**src/rtl/seed_drop_sequencer.sv**
```systemverilog
// Sequencer for the drive-wheel encoder_counter: clear, home on index, load
// offset, then request one seed drop per `spacing` counts of forward travel.
module seed_drop_sequencer #(
  parameter int COUNTER_WIDTH = 32,
  parameter int SPACING_WIDTH = 16,
  parameter int HOME_TIMEOUT  = 1000000
) (
  input  logic                     clk,
  input  logic                     rst_n,
  input  logic                     start,
  input  logic                     abort,
  input  logic [SPACING_WIDTH-1:0] spacing,
  input  logic [COUNTER_WIDTH-1:0] home_offset,
  input  logic [COUNTER_WIDTH-1:0] position,
  input  logic                     direction,
  input  logic                     index_detected,
  input  logic [1:0]               enc_error_flags,
  input  logic                     drop_ack,
  output logic                     enc_enable,
  output logic                     enc_clear_count,
  output logic                     enc_set_count,
  output logic                     enc_clear_velocity,
  output logic [COUNTER_WIDTH-1:0] enc_count_value,
  output logic                     drop_req,
  output logic                     busy,
  output logic                     fault,
  output logic [2:0]               state,
  output logic [SPACING_WIDTH-1:0] seed_count,
  output logic [7:0]               missed_drops
);

  localparam int HT_W = (HOME_TIMEOUT > 2) ? $clog2(HOME_TIMEOUT) : 1;
  localparam logic [HT_W-1:0] HT_LAST = HT_W'(HOME_TIMEOUT - 1);

  typedef enum logic [2:0] {
    S_IDLE   = 3'd0,
    S_CLEAR  = 3'd1,
    S_HOMING = 3'd2,
    S_SET    = 3'd3,
    S_RUN    = 3'd4,
    S_FAULT  = 3'd5
  } state_e;

  state_e                   state_q, state_d;
  logic [SPACING_WIDTH-1:0] spacing_q, spacing_d;
  logic [COUNTER_WIDTH-1:0] offset_q, offset_d;
  logic [COUNTER_WIDTH-1:0] target_q, target_d;
  logic [HT_W-1:0]          home_cnt_q, home_cnt_d;
  logic                     drop_req_q, drop_req_d;
  logic [SPACING_WIDTH-1:0] seed_count_q, seed_count_d;
  logic [7:0]               missed_q, missed_d;
  logic                     enc_enable_q, enc_enable_d;
  logic                     enc_clear_q, enc_clear_d;
  logic                     enc_set_q, enc_set_d;
  logic [COUNTER_WIDTH-1:0] count_value_q, count_value_d;

  logic [COUNTER_WIDTH-1:0] pos_diff;
  logic                     hit;
  logic                     ack_take;
  logic                     enc_err;

  always_comb begin
    state_d       = state_q;
    spacing_d     = spacing_q;
    offset_d      = offset_q;
    target_d      = target_q;
    home_cnt_d    = home_cnt_q;
    drop_req_d    = drop_req_q;
    seed_count_d  = seed_count_q;
    missed_d      = missed_q;

    // Modular compare: position has reached target when the difference is non-negative
    pos_diff = position - target_q;
    hit      = direction & ~pos_diff[COUNTER_WIDTH-1];
    ack_take = drop_ack & drop_req_q;
    enc_err  = enc_error_flags[0];

    if (ack_take) drop_req_d = 1'b0;

    if (abort) begin
      state_d    = S_IDLE;
      drop_req_d = 1'b0;
    end else begin
      case (state_q)
        S_IDLE: begin
          if (start && (spacing != '0)) begin
            spacing_d    = spacing;
            offset_d     = home_offset;
            seed_count_d = '0;
            missed_d     = '0;
            drop_req_d   = 1'b0;
            state_d      = S_CLEAR;
          end
        end
        S_CLEAR: begin
          home_cnt_d = '0;
          state_d    = S_HOMING;
        end
        S_HOMING: begin
          if (enc_err)                  state_d = S_FAULT;
          else if (index_detected)      state_d = S_SET;
          else if (home_cnt_q == HT_LAST) state_d = S_FAULT;
          else                          home_cnt_d = home_cnt_q + 1'b1;
        end
        S_SET: begin
          target_d = offset_q + COUNTER_WIDTH'(spacing_q);
          state_d  = S_RUN;
        end
        S_RUN: begin
          if (enc_err) begin
            state_d = S_FAULT;
          end else if (hit) begin
            target_d = target_q + COUNTER_WIDTH'(spacing_q);
            // An ack in the same cycle frees the slot, so the hit becomes a fresh request
            if (!drop_req_q || ack_take) begin
              drop_req_d = 1'b1;
              if (seed_count_q != '1) seed_count_d = seed_count_q + 1'b1;
            end else if (missed_q != '1) begin
              missed_d = missed_q + 1'b1;
            end
          end
        end
        S_FAULT: ;
        default: state_d = S_IDLE;
      endcase
    end

    if (state_d == S_FAULT) drop_req_d = 1'b0;

    enc_enable_d  = (state_d == S_HOMING) || (state_d == S_RUN);
    enc_clear_d   = (state_d == S_CLEAR);
    enc_set_d     = (state_d == S_SET);
    count_value_d = (state_d == S_SET) ? offset_q : count_value_q;
  end

  always_ff @(posedge clk or negedge rst_n) begin
    if (!rst_n) begin
      state_q       <= S_IDLE;
      spacing_q     <= '0;
      offset_q      <= '0;
      target_q      <= '0;
      home_cnt_q    <= '0;
      drop_req_q    <= 1'b0;
      seed_count_q  <= '0;
      missed_q      <= '0;
      enc_enable_q  <= 1'b0;
      enc_clear_q   <= 1'b0;
      enc_set_q     <= 1'b0;
      count_value_q <= '0;
    end else begin
      state_q       <= state_d;
      spacing_q     <= spacing_d;
      offset_q      <= offset_d;
      target_q      <= target_d;
      home_cnt_q    <= home_cnt_d;
      drop_req_q    <= drop_req_d;
      seed_count_q  <= seed_count_d;
      missed_q      <= missed_d;
      enc_enable_q  <= enc_enable_d;
      enc_clear_q   <= enc_clear_d;
      enc_set_q     <= enc_set_d;
      count_value_q <= count_value_d;
    end
  end

  assign enc_enable         = enc_enable_q;
  assign enc_clear_count    = enc_clear_q;
  assign enc_clear_velocity = enc_clear_q;
  assign enc_set_count      = enc_set_q;
  assign enc_count_value    = count_value_q;
  assign drop_req           = drop_req_q;
  assign seed_count         = seed_count_q;
  assign missed_drops       = missed_q;
  assign state              = state_q;
  assign busy               = (state_q == S_CLEAR) || (state_q == S_HOMING) ||
                              (state_q == S_SET)   || (state_q == S_RUN);
  assign fault              = (state_q == S_FAULT);

endmodule

```
**config.mk**
```make
export PLATFORM = sky130hd
export DESIGN_NAME = seed_drop_sequencer
export DESIGN_NICKNAME = d
export VERILOG_FILES = /design/src/rtl/seed_drop_sequencer.sv
export SDC_FILE = /design/constraint.sdc
export NUM_CORES = 1
export LEC_CHECK = 0
export BUFFER_PORTS_ARGS = -buffer_cell sky130_fd_sc_hd__buf_2
export CORE_MARGIN = 1
export CORE_UTILIZATION = 55
export DETAILED_ROUTE_END_ITERATION = 12
export HOLD_SLACK_MARGIN = 0.12
export PLACE_DENSITY = 0.74
export RECOVER_POWER = 100
export SETUP_SLACK_MARGIN = 0.4
export SYNTH_ARGS = -nofsm -noshare
export SYNTH_HDL_FRONTEND = slang
export SYNTH_SLANG_ARGS = --single-unit
```
**constraint.sdc**
```tcl
create_clock -name clk -period 5.6 [get_ports clk]
set_input_delay 0 -clock clk [delete_from_list [all_inputs] [get_ports clk]]
set_output_delay 0 -clock clk [all_outputs]
set_load 0.01 [all_outputs]
```
==> out/qor.yml <==
die_area_um2: 18000
drtIter0Drc: 759
rr_endpoint: "target_q[31]"
grt-ovfl-total: 0
synthArstFlopShare_pct: 100
r2r_slack_ps: 790
drc: 0
h-tree-depth: 4
grt_pass1_vias: 8384
fmax_mhz: 208
die_h_um: 134
crit_arrival_ps: 5140
ys_seq_area_share_pct: 42.6
initial_utilization_pct: 57.0
drv_slew: 200
netlist_area_um2: 9590
syn_inst: 1120
io_pins: 155
totalNegativeSetupSlack_ps: 0
dpl-instance-area_um2: 10500
leakagePower_nw: 5.48
ys_types: 82
cap_violations: 3
setup_violations: 0
violations: "capacitance limit, slew limit"
clock_path_buffers: 2
hold_path_class: "in -> reg"
synth_edf_count: 0
clk-insertion-delay-late_ps: 440
fin_skew_ps: 12.6
cts_buffers: 17
n_antenna_cell: 0
tightest_slew_ps: 2530
vias: 9020
post-route-period-util_pct: 85.9
outcome: "finished, violations left"
post-route-util_pct: 68.0
max_slew_margin_pct: -68.7
use_met2_pct: 45.4
worstSetupPathType: "reg -> reg"
place_congestion: 0.878
grtUsageMet1_pct: 42.1
cts_tree: "done"
layout-drive-gt1-share_pct: 11.9
final_cell_mix: "nand2_1 (278), dfrtp_1 (163), buf_2 (86)"
post_cts_buffers: 0
antenna_found_initial: 1
cp-end-kind: "flop"
endpoint: "target_q[31]"
viasPerCell: 5.85
syn-num-nets: 1259
rr_startpoint: "state[2]"
pwr_density_cell_nw_per_um2: 431
ctsResizeCount: 0
crit_path_start_kind: "flop"
crit_start: "state[2]"
crit_required_ps: 5930
core.rowCount: 47
syn_to_final_growth_pct: 19.4
port_buffers: 153
fp.dieW_um: 134
path_clk_slew_ps: 60
hold_viol: 0
synth_area_per_cell_um2: 8.56
core_area_um2: 16800
hold_buffers: 54
fin_ws_ps: 789
cts_num_sinks: 163
yosysWarnings: 0
finalCriticalPeriod_ps: 4810
pre_cts_ws_ps: 1320
ys.flop_type: "dfrtp_1"
hpwl_um: 17800
worstPathMaxFanout: 52
track_usage_pct: 30.0
first_pass_iters: 5
wirelength_um: 26200
nets: 1449
stdcell_area_um2: 11400
grt_pass1_wl_um: 42300
ant_nets: 0
clockRootBuffer: "clkbuf_16"
ys_ff_latch: 163
r2r_cells: 13
use_met3_pct: 7.07
rsz0062_at_grt: "no"
wl_per_cell_um: 17.0
grt_start_max_net_pins: 103
top_usage_layer: "met2"
ir_worst_vdd_mv: 0.255
layout.cells.most_common: "nand2_1"
-- worst min path at each step --
stage,start,end,slack (ps),cells after the start
6_report,start,missed_drops[1],280,5
5_1_grt,home_offset[21],offset_q[21],320,4
2_1_floorplan,rst_n,drop_req,-300,0
4_1_cts,start,state[0],250,4
3_3_place_gp,rst_n,home_cnt_q[2],180,1
3_5_place_dp,rst_n,home_cnt_q[2],180,1
-- state kept, by name, indices dropped and copies added (netlist names), 3 cells and up --
register and count:
state 3, offset_q 32, target_q 32, missed_drops 8, home_cnt_q 20, enc_count_value 32
spacing_q 16, seed_count 16
-- power by group --
part / switching [mW] / internal, mW
combinational: 1.12 / 0.773
sequential: 0.366 / 1.54
clock: 0.500 / 0.637
total: 1.98 / 2.95
-- Yosys cell counts, drive strengths merged (4+ instances only) --
library cell	n	area share, %
nor4	6	0.39
a22oi	6	0.47
nor3	23	1.2
or4	7	0.59
mux2i	11	1.1
ha	49	6.4
o21ai	77	4.0
a21oi	76	4.0
a211oi	11	0.86
clkbuf	22	0.86
xnor2	14	1.3
a31o	4	0.37
a31oi	11	0.72
inv	42	1.6
a21o	9	0.70
and4	5	0.48
o21a	7	0.63
o211ai	9	0.70
mux2	17	2.0
buf	25	1.5
and3	14	0.91
dfrtp	163	43
nor2	71	2.8
nor2b	4	0.26
nand2	279	11
nand3	32	1.7
nand4	20	1.3
a41o	4	0.42
o31ai	11	0.86
nand2b	11	0.72
or3	11	0.72
xor2	12	1.1
-- cell type report --
type                            count  area (µm²)
Sequential cell                   163        4080
Tap cell                          220         275
Timing Repair Buffer              218        1290
Fill cell                        1430        5380
Inverter                           43         161
Clock buffer                       21         460
Multi-Input combinational cell    867        5070
Clock inverter                     10         100
-- metrics by stage --
stage	total power, mW	hold WS, ps	std cells
6_report	4.93	281	1542
5_1_grt	5.27	320	1542
4_1_cts	4.94	246	1542
3_5_place_dp	3.76	179	1457
3_3_place_gp	3.71	177	1457
2_1_floorplan	3.17	-296	1120
-- metal layers --
layer	part of all wire [%]	up-vias
met2	44	329
met3	7.2	52
met5	0	-
met1	46	4304
li1	-	4335
met4	2.8	0
-- worst max-delay path: stages (launching register included) --
cell      delay (ps)
dfrtp_1          560
or3b_2           650
clkbuf_2         640
nand2_1          230
o21ai_0          110
ha_1             440
a21oi_1          100
o21ai_0          350
nor2_1           120
a21oi_1          590
nand3_1          240
a21oi_1          310
nor3_1           100
a221oi_1         270
-- kinds of logic (layout without fill, tap and decap cells) --
kind of cell             after synthesis  count (layout)  synth area share [%]
AO/OA/AOI/OAI                        264             264                  17.9
XOR/XNOR                              26              26                  2.38
adder cells (fa/ha/maj)               50              50                  6.60
buffers and inverters                 90             292                  4.06
flip-flops                           163             163                  42.6
multiplexers                          28              28                  3.15
AND/OR/NAND/NOR                      499             499                  23.4
No activity file was read; power rests on OpenSTA's default activity.
